`src/rtl/axi_rd_data_buf_pkg.sv`:
```
// Shared AXI4 R-channel types for the read data buffer.
// Optional macro AXI_R_USER_EN adds the per-beat user field.
package axi_rd_pkg;

  localparam int unsigned AXI_ID_W   = 16;
  localparam int unsigned AXI_DATA_W = 32;
  localparam int unsigned AXI_USER_W = 4;

  typedef enum logic [1:0] {
    OKAY   = 2'b00,
    EXOKAY = 2'b01,
    SLVERR = 2'b10,
    DECERR = 2'b11
  } axi_resp_e;

  typedef struct packed {
    logic [AXI_ID_W-1:0]   id;
    logic [AXI_DATA_W-1:0] data;
    axi_resp_e             resp;
    logic                  last;
`ifdef AXI_R_USER_EN
    logic [AXI_USER_W-1:0] user;
`endif
  } r_beat_t;

  // SLVERR and DECERR both carry resp[1]=1.
  function automatic logic is_err(axi_resp_e resp);
    return resp[1];
  endfunction

endpackage

```
`src/rtl/axi_rd_data_buf_if.sv`:
```
// AXI4 R-channel bundle; master drives the beat, slave drives rready.
// Optional macro AXI_R_USER_EN adds the ruser signal.
interface axi_rd_data_buf_if #(
  parameter int ID_WIDTH   = 16,
  parameter int DATA_WIDTH = 32
`ifdef AXI_R_USER_EN
  , parameter int USER_WIDTH = 4
`endif
);

  logic                  rvalid;
  logic                  rready;
  logic [ID_WIDTH-1:0]   rid;
  logic [DATA_WIDTH-1:0] rdata;
  logic [1:0]            rresp;
  logic                  rlast;
`ifdef AXI_R_USER_EN
  logic [USER_WIDTH-1:0] ruser;
`endif

  modport master (
    output rvalid, rid, rdata, rresp, rlast,
`ifdef AXI_R_USER_EN
    output ruser,
`endif
    input  rready
  );

  modport slave (
    input  rvalid, rid, rdata, rresp, rlast,
`ifdef AXI_R_USER_EN
    input  ruser,
`endif
    output rready
  );

endinterface

```
`src/rtl/axi_rd_fifo_mem.sv`:
```
// Beat storage for the R-channel buffer: synchronous write, asynchronous read.
// Storage is deliberately not reset; validity is tracked by the pointers.
module axi_rd_fifo_mem #(
  parameter int DEPTH = 4,
  parameter int WIDTH = 8
) (
  input  logic                     clk,
  input  logic                     we,
  input  logic [$clog2(DEPTH)-1:0] waddr,
  input  logic [WIDTH-1:0]         wdata,
  input  logic [$clog2(DEPTH)-1:0] raddr,
  output logic [WIDTH-1:0]         rdata
);

  logic [WIDTH-1:0] mem_q [DEPTH];

  always_ff @(posedge clk) begin
    if (we) begin
      mem_q[waddr] <= wdata;
    end
  end

  assign rdata = mem_q[raddr];

endmodule

```
`src/rtl/axi_rd_data_buf.sv`:
```
// Elastic AXI4 R-channel buffer with beat counting, burst-done pulse and sticky error.
// Optional macro AXI_R_USER_EN carries ruser through the buffer.
module axi_rd_data_buf
  import axi_rd_pkg::*;
#(
  parameter int DATA_WIDTH = AXI_DATA_W,
  parameter int ID_WIDTH   = AXI_ID_W,
  parameter int DEPTH      = 4,
  parameter int BEAT_CNT_W = 8,
  parameter int USER_WIDTH = AXI_USER_W
) (
  input  logic                     aclk,
  input  logic                     aresetn,
  axi_rd_data_buf_if.slave         s_r,
  axi_rd_data_buf_if.master        m_r,
  output logic [$clog2(DEPTH):0]   level,
  output logic [BEAT_CNT_W-1:0]    beat_cnt,
  output logic                     burst_done,
  output logic                     resp_err,
  input  logic                     err_clr
);

  localparam int AW = $clog2(DEPTH);
  localparam logic [AW:0] FULL_LVL = (AW + 1)'(DEPTH);

  if (DEPTH < 2 || (DEPTH & (DEPTH - 1)) != 0 || (DATA_WIDTH % 8) != 0 ||
      USER_WIDTH < 1) begin : g_param_err
    $error("axi_rd_data_buf: illegal parameter combination");
  end

  typedef struct packed {
    logic [ID_WIDTH-1:0]   id;
    logic [DATA_WIDTH-1:0] data;
    axi_resp_e             resp;
    logic                  last;
`ifdef AXI_R_USER_EN
    logic [USER_WIDTH-1:0] user;
`endif
  } beat_t;

  logic [AW:0]           wr_ptr_q, wr_ptr_d;
  logic [AW:0]           rd_ptr_q, rd_ptr_d;
  logic                  init_q, init_d;
  logic [BEAT_CNT_W-1:0] beat_cnt_q, beat_cnt_d;
  logic                  burst_done_q, burst_done_d;
  logic                  resp_err_q, resp_err_d;

  logic [AW:0]           level_w;
  logic                  s_ready_w;
  logic                  push;
  logic                  pop;
  beat_t                 wr_beat;
  beat_t                 rd_beat;
  logic [$bits(beat_t)-1:0] rd_bits;

  // The wrap bit makes the pointer difference distinguish full from empty.
  assign level_w   = wr_ptr_q - rd_ptr_q;
  assign s_ready_w = init_q && (level_w != FULL_LVL);
  assign push      = s_r.rvalid && s_ready_w;
  assign pop       = m_r.rvalid && m_r.rready;

  always_comb begin
    wr_beat      = '0;
    wr_beat.id   = s_r.rid;
    wr_beat.data = s_r.rdata;
    wr_beat.resp = axi_resp_e'(s_r.rresp);
    wr_beat.last = s_r.rlast;
`ifdef AXI_R_USER_EN
    wr_beat.user = s_r.ruser;
`endif
  end

  axi_rd_fifo_mem #(
    .DEPTH (DEPTH),
    .WIDTH ($bits(beat_t))
  ) u_mem (
    .clk   (aclk),
    .we    (push),
    .waddr (wr_ptr_q[AW-1:0]),
    .wdata (wr_beat),
    .raddr (rd_ptr_q[AW-1:0]),
    .rdata (rd_bits)
  );

  assign rd_beat    = beat_t'(rd_bits);
  assign s_r.rready = s_ready_w;
  assign m_r.rvalid = (level_w != '0);
  assign m_r.rid    = rd_beat.id;
  assign m_r.rdata  = rd_beat.data;
  assign m_r.rresp  = rd_beat.resp;
  assign m_r.rlast  = rd_beat.last;
`ifdef AXI_R_USER_EN
  assign m_r.ruser  = rd_beat.user;
`endif

  always_comb begin
    init_d       = 1'b1;
    wr_ptr_d     = wr_ptr_q + (AW + 1)'(push);
    rd_ptr_d     = rd_ptr_q + (AW + 1)'(pop);
    beat_cnt_d   = beat_cnt_q;
    burst_done_d = pop && rd_beat.last;
    if (pop) begin
      if (rd_beat.last) begin
        beat_cnt_d = '0;
      end else if (beat_cnt_q != '1) begin
        beat_cnt_d = beat_cnt_q + 1'b1;
      end
    end
    // Set has priority over a simultaneous clear.
    resp_err_d = (pop && is_err(rd_beat.resp)) || (resp_err_q && !err_clr);
  end

  always_ff @(posedge aclk or negedge aresetn) begin
    if (!aresetn) begin
      init_q       <= 1'b0;
      wr_ptr_q     <= '0;
      rd_ptr_q     <= '0;
      beat_cnt_q   <= '0;
      burst_done_q <= 1'b0;
      resp_err_q   <= 1'b0;
    end else begin
      init_q       <= init_d;
      wr_ptr_q     <= wr_ptr_d;
      rd_ptr_q     <= rd_ptr_d;
      beat_cnt_q   <= beat_cnt_d;
      burst_done_q <= burst_done_d;
      resp_err_q   <= resp_err_d;
    end
  end

  assign level      = level_w;
  assign beat_cnt   = beat_cnt_q;
  assign burst_done = burst_done_q;
  assign resp_err   = resp_err_q;

endmodule
```
`src/flat_wrapper.sv`:
```
// flat-port wrapper written by rule: the top's interface ports become plain ports
module axi_rd_data_buf_flat import axi_rd_pkg::*;
#(
  parameter int DATA_WIDTH = AXI_DATA_W,
  parameter int ID_WIDTH   = AXI_ID_W,
  parameter int DEPTH      = 4,
  parameter int BEAT_CNT_W = 8,
  parameter int USER_WIDTH = AXI_USER_W
)
  (aclk, aresetn, level, beat_cnt, burst_done, resp_err, err_clr, s_r_rvalid, s_r_rid, s_r_rdata, s_r_rresp, s_r_rlast, s_r_rready, m_r_rvalid, m_r_rid, m_r_rdata, m_r_rresp, m_r_rlast, m_r_rready);
  axi_rd_data_buf_if #(.ID_WIDTH(ID_WIDTH), .DATA_WIDTH(DATA_WIDTH)) s_r_i ();
  axi_rd_data_buf_if #(.ID_WIDTH(ID_WIDTH), .DATA_WIDTH(DATA_WIDTH)) m_r_i ();
  input  logic aclk;
  input  logic aresetn;
  output logic [$clog2(DEPTH):0] level;
  output logic [BEAT_CNT_W-1:0] beat_cnt;
  output logic burst_done;
  output logic resp_err;
  input  logic err_clr;
  input wire logic [$bits(s_r_i.rvalid)-1:0] s_r_rvalid;
  input wire logic [$bits(s_r_i.rid)-1:0] s_r_rid;
  input wire logic [$bits(s_r_i.rdata)-1:0] s_r_rdata;
  input wire logic [$bits(s_r_i.rresp)-1:0] s_r_rresp;
  input wire logic [$bits(s_r_i.rlast)-1:0] s_r_rlast;
  output wire logic [$bits(s_r_i.rready)-1:0] s_r_rready;
  output wire logic [$bits(m_r_i.rvalid)-1:0] m_r_rvalid;
  output wire logic [$bits(m_r_i.rid)-1:0] m_r_rid;
  output wire logic [$bits(m_r_i.rdata)-1:0] m_r_rdata;
  output wire logic [$bits(m_r_i.rresp)-1:0] m_r_rresp;
  output wire logic [$bits(m_r_i.rlast)-1:0] m_r_rlast;
  input wire logic [$bits(m_r_i.rready)-1:0] m_r_rready;
  assign s_r_i.rvalid = s_r_rvalid;
  assign s_r_i.rid = s_r_rid;
  assign s_r_i.rdata = s_r_rdata;
  assign s_r_i.rresp = s_r_rresp;
  assign s_r_i.rlast = s_r_rlast;
  assign s_r_rready = s_r_i.rready;
  assign m_r_rvalid = m_r_i.rvalid;
  assign m_r_rid = m_r_i.rid;
  assign m_r_rdata = m_r_i.rdata;
  assign m_r_rresp = m_r_i.rresp;
  assign m_r_rlast = m_r_i.rlast;
  assign m_r_i.rready = m_r_rready;
  axi_rd_data_buf #(.DATA_WIDTH(DATA_WIDTH), .ID_WIDTH(ID_WIDTH), .DEPTH(DEPTH), .BEAT_CNT_W(BEAT_CNT_W), .USER_WIDTH(USER_WIDTH)) u_core (.aclk(aclk), .aresetn(aresetn), .s_r(s_r_i), .m_r(m_r_i), .level(level), .beat_cnt(beat_cnt), .burst_done(burst_done), .resp_err(resp_err), .err_clr(err_clr));
endmodule
```
`config.mk`:
```
export PLATFORM = sky130hd
export DESIGN_NAME = axi_rd_data_buf_flat
export DESIGN_NICKNAME = d
export VERILOG_FILES = /design/src/rtl/axi_rd_data_buf_pkg.sv /design/src/rtl/axi_rd_data_buf_if.sv /design/src/rtl/axi_rd_fifo_mem.sv /design/src/rtl/axi_rd_data_buf.sv /design/src/flat_wrapper.sv
export SDC_FILE = /design/constraint.sdc
export NUM_CORES = 1
export LEC_CHECK = 0
export BUFFER_PORTS_ARGS = -buffer_cell sky130_fd_sc_hd__buf_2
export CAP_MARGIN = 15
export CORE_AREA = 2 2 133 135
export DETAILED_ROUTE_END_ITERATION = 10
export DIE_AREA = 0 0 135 137
export GPL_TIMING_DRIVEN = 0
export PLACE_DENSITY = 0.76
export SLEW_MARGIN = 10
export SYNTH_ARGS = -nofsm -noshare
export SYNTH_HDL_FRONTEND = slang
export SYNTH_HIERARCHICAL = 1
export SYNTH_SLANG_ARGS = --single-unit
```
`constraint.sdc`:
```
create_clock -name aclk -period 5.7 [get_ports aclk]
set_clock_uncertainty 0.2 [all_clocks]
set_input_delay 0.285 -clock aclk [delete_from_list [all_inputs] [get_ports aclk]]
set_output_delay 0.285 -clock aclk [all_outputs]
set_load 0.01 [all_outputs]
```
==> flow_metrics.env <==
export IMPL_run_status="finished, final reports clean"
export IMPL_cts_root_buffer_cell="clkbuf_16"
export IMPL_grt_start_max_net_pins=52
export IMPL_synth_seq_area_share_pct=78.3
export IMPL_synth_cells=354
export IMPL_numPortBuffers=121
export IMPL_synthArstFlopShare_pct=7.69
export IMPL_routedWlPerCell_um=19.5
export IMPL_worst_pin_slew_ps=848
export IMPL_grtUsageTotal_pct=17.1
export IMPL_synthTopCellsByArea="edfxtp_1 73%, mux4_2 13%, dfrtp_1 5.1%"
export IMPL_ys_warn_count=6
export IMPL_num_rows=48
export IMPL_fp_dieH_um=137
export IMPL_hold_violations=0
export IMPL_slew_headroom_pct=43.4
export IMPL_path_class="reg -> reg"
export IMPL_die_w_um=135
export IMPL_ios=122
export IMPL_num_vias=4278
export IMPL_synth_area_um2=8360
export IMPL_nFillCells=1196
export IMPL_drtIter0Drc=176
export IMPL_hold_path_class="in -> async"
export IMPL_numPlacedInstances=706
export IMPL_clock_path_buffers=3
export IMPL_ir_drop_uv=331
export IMPL_first_pass_iters=6
export IMPL_ys_ff_latch=221
export IMPL_grt_pass1_wl_um=23900
export IMPL_crit_required_ps=5700
export IMPL_grt_overflow_total=0
export IMPL_place_hpwl_um=9660
export IMPL_worstSkewPairLatency_ps=490
export IMPL_yosys_top_cells_count="204 x edfxtp_1, 50 x mux4_2, 17 x dfrtp_1"
export IMPL_critPathSlowestCell="nor3b_4"
export IMPL_p_per_area_nw_per_um2=482
export IMPL_nets=623
export IMPL_initial_core_util_pct=49.0
export IMPL_cts_tree="built"
export IMPL_total_leakage_power_nw=3.78
export IMPL_arrival_ps=3550
export IMPL_slowest_delay_ps=710
export IMPL_crit_chain="inv_1, ha_1, fa_1, xor2_1, xnor2_2, o21a_1, and2_1, nor3b_4, buf_8, buf_6"
export IMPL_finalMaxSlewViolations=0
export IMPL_cts_sinks=221
export IMPL_worst_setup_path_end_kind="flop"
export IMPL_ys_flop_type="edfxtp_1"
export IMPL_synth_most_common_cell="edfxtp_1"
export IMPL_synth_area_leader_cell="edfxtp_1"
export IMPL_multi_input_area_um2=1660
export IMPL_ant_nets=0
export IMPL_place_gp_congestion=0.754
export IMPL_max_freq_ghz=0.282
export IMPL_syn_nets=417
export IMPL_finalSetupViolations=0
export IMPL_ff2ff_path_depth=10
export IMPL_cts_clk_slew_worst_paths_ps=60
export IMPL_drive_above_1_share_pct=39.9
export IMPL_fin_tns_setup_ps=0
export IMPL_coreArea_um2=17100
export IMPL_path_max_fanout=12
export IMPL_antenna_found_initial=0
export IMPL_regArea_um2=6550
export IMPL_startpoint_type="flop"
export IMPL_finalNonFillerCells=796
export IMPL_cp_num_cells=10
export IMPL_crit_family="simple AND/OR/NAND/NOR gates"
export IMPL_synth_edff_count=204
export IMPL_power_w=0.00509
export IMPL_die_area_um2=18500
export IMPL_finalCriticalPeriod_ps=3550
export IMPL_area_growth_pct=26.4
export IMPL_cts_resized=0
export IMPL_synth_cell_types=47
export IMPL_diodes=0
export IMPL_htree_levels=1
export IMPL_yosysTopAreaCellShare_pct=73.2
export IMPL_via_per_inst=5.37
export IMPL_crit_buf_inv=3
export IMPL_max_cap_viol_count=0
export IMPL_grt_pass1_vias=4511
export IMPL_drc_errors=0
export IMPL_postSynthAreaPerCell_um2=23.6
export IMPL_cts_buffers=23
export IMPL_rsz0062_at_grt="no"
export IMPL_wirelength_um=15500
export IMPL_fin_crit_sh_pct=62.3
final timing paths:
kind,slack [ps],from,endpoint
setup / recovery,2150,u_core/wr_ptr_q[0],u_core/u_mem/mem_q[0][47]
hold / removal,50,aresetn,u_core/burst_done
setup reg to reg,2150,u_core/wr_ptr_q[0],u_core/u_mem/mem_q[0][47]
hold reg to reg,290,u_core/wr_ptr_q[2],u_core/wr_ptr_q[2]
max in group asynchronous,4970,aresetn,u_core/rd_ptr_q[1]
min in group aclk,100,s_r_rvalid,u_core/wr_ptr_q[0]
metrics by stage:
step                setup WS, ps  hold WS [ps]  utilization, %  instance area, µm²
global route                1940          88.9            62.0               10600
finish                      2150          46.3            62.0               10600
global placement            -303          20.7            54.3                9260
floorplan                   1260          -211               -                8370
CTS                         2080          45.3            62.0               10600
detailed placement          2110          29.3            54.9                9370
metal layers:
layer  GRT usage [%]  up-vias  wire [µm]
met5               0        -          0
met4            5.15        0        410
met3            3.26       28        848
met2            30.1      143       7980
met1            21.7     2208       6310
li1                -     1899          -
kinds of logic (layout without fill, tap and decap cells):
family | after synthesis | after routing | share of synthesized area (%)
buf+inv | 22 | 239 | 2.15
xor+xnor | 4 | 4 | 0.509
other cells | 1 | 1 | 0.0448
simple gates | 27 | 27 | 2.15
flops | 221 | 221 | 78.3
mux | 51 | 51 | 13.8
compound gates | 21 | 21 | 1.89
fa+ha+maj | 7 | 7 | 1.14
cells in the final DEF, fill, tap and decap left out, types with 2 or more instances in the layout:
| cell | Yosys | final |
|---|---|---|
| inv_1 | 7 | 7 |
| nor3_1 | 3 | 3 |
| mux4_2 | 50 | 50 |
| buf_2 | 5 | 126 |
| buf_6 | 1 | 2 |
| nor2_1 | 2 | 2 |
| a21oi_1 | 3 | 3 |
| buf_12 | 5 | 7 |
| and3_1 | 3 | 2 |
| nand3_1 | 2 | 2 |
| and2_1 | 2 | 2 |
| a31oi_1 | 2 | 2 |
| nand2_1 | 3 | 3 |
| ha_1 | 6 | 6 |
| edfxtp_1 | 204 | 204 |
| o21a_1 | 2 | 2 |
| clkinv_2 | 0 | 2 |
| o21ai_0 | 3 | 3 |
| a211o_1 | 2 | 2 |
| dlygate4sd3_1 | 0 | 54 |
| clkinv_1 | 0 | 5 |
| clkbuf_16 | 0 | 23 |
| xor2_1 | 3 | 3 |
| clkbuf_1 | 1 | 5 |
| buf_8 | 0 | 3 |
| and3b_4 | 0 | 2 |
| dfrtp_1 | 17 | 17 |
power by group:
group          switching (W)  leakage [nW]  internal (W)
Clock               0.000554         0.318      0.000774
Combinational       0.000846          1.40      0.000799
Sequential         0.0000907          2.07       0.00203
sequential cells by signal, summed over array words and instances (netlist names):
| register | flops |
|---|---|
| u_core/burst_done | 1 |
| u_core/init_q | 1 |
| u_core/beat_cnt | 8 |
| u_core/wr_ptr_q | 3 |
| u_core/u_mem/mem_q | 204 |
| u_core/rd_ptr_q | 3 |
| u_core/resp_err | 1 |
layout make-up:
| class | instances | share of cell area (%) |
|---|---|---|
| Sequential cell | 221 | 62.0 |
| Multi-Input combinational cell | 111 | 15.7 |
| Timing Repair Buffer | 181 | 11.8 |
| Clock buffer | 27 | 5.59 |
| Tap cell | 225 | 2.66 |
| Buffer | 13 | 1.36 |
| Clock inverter | 9 | 0.628 |
| Inverter | 9 | 0.343 |
what timing repair did:
action	in CTS	in global routing
setup endpoints to repair	0	0
hold buffers	54	0
setup buffers	0	0
endpoints found under the hold margin	223	0
Note: power is estimated with default switching activity, not from simulation.
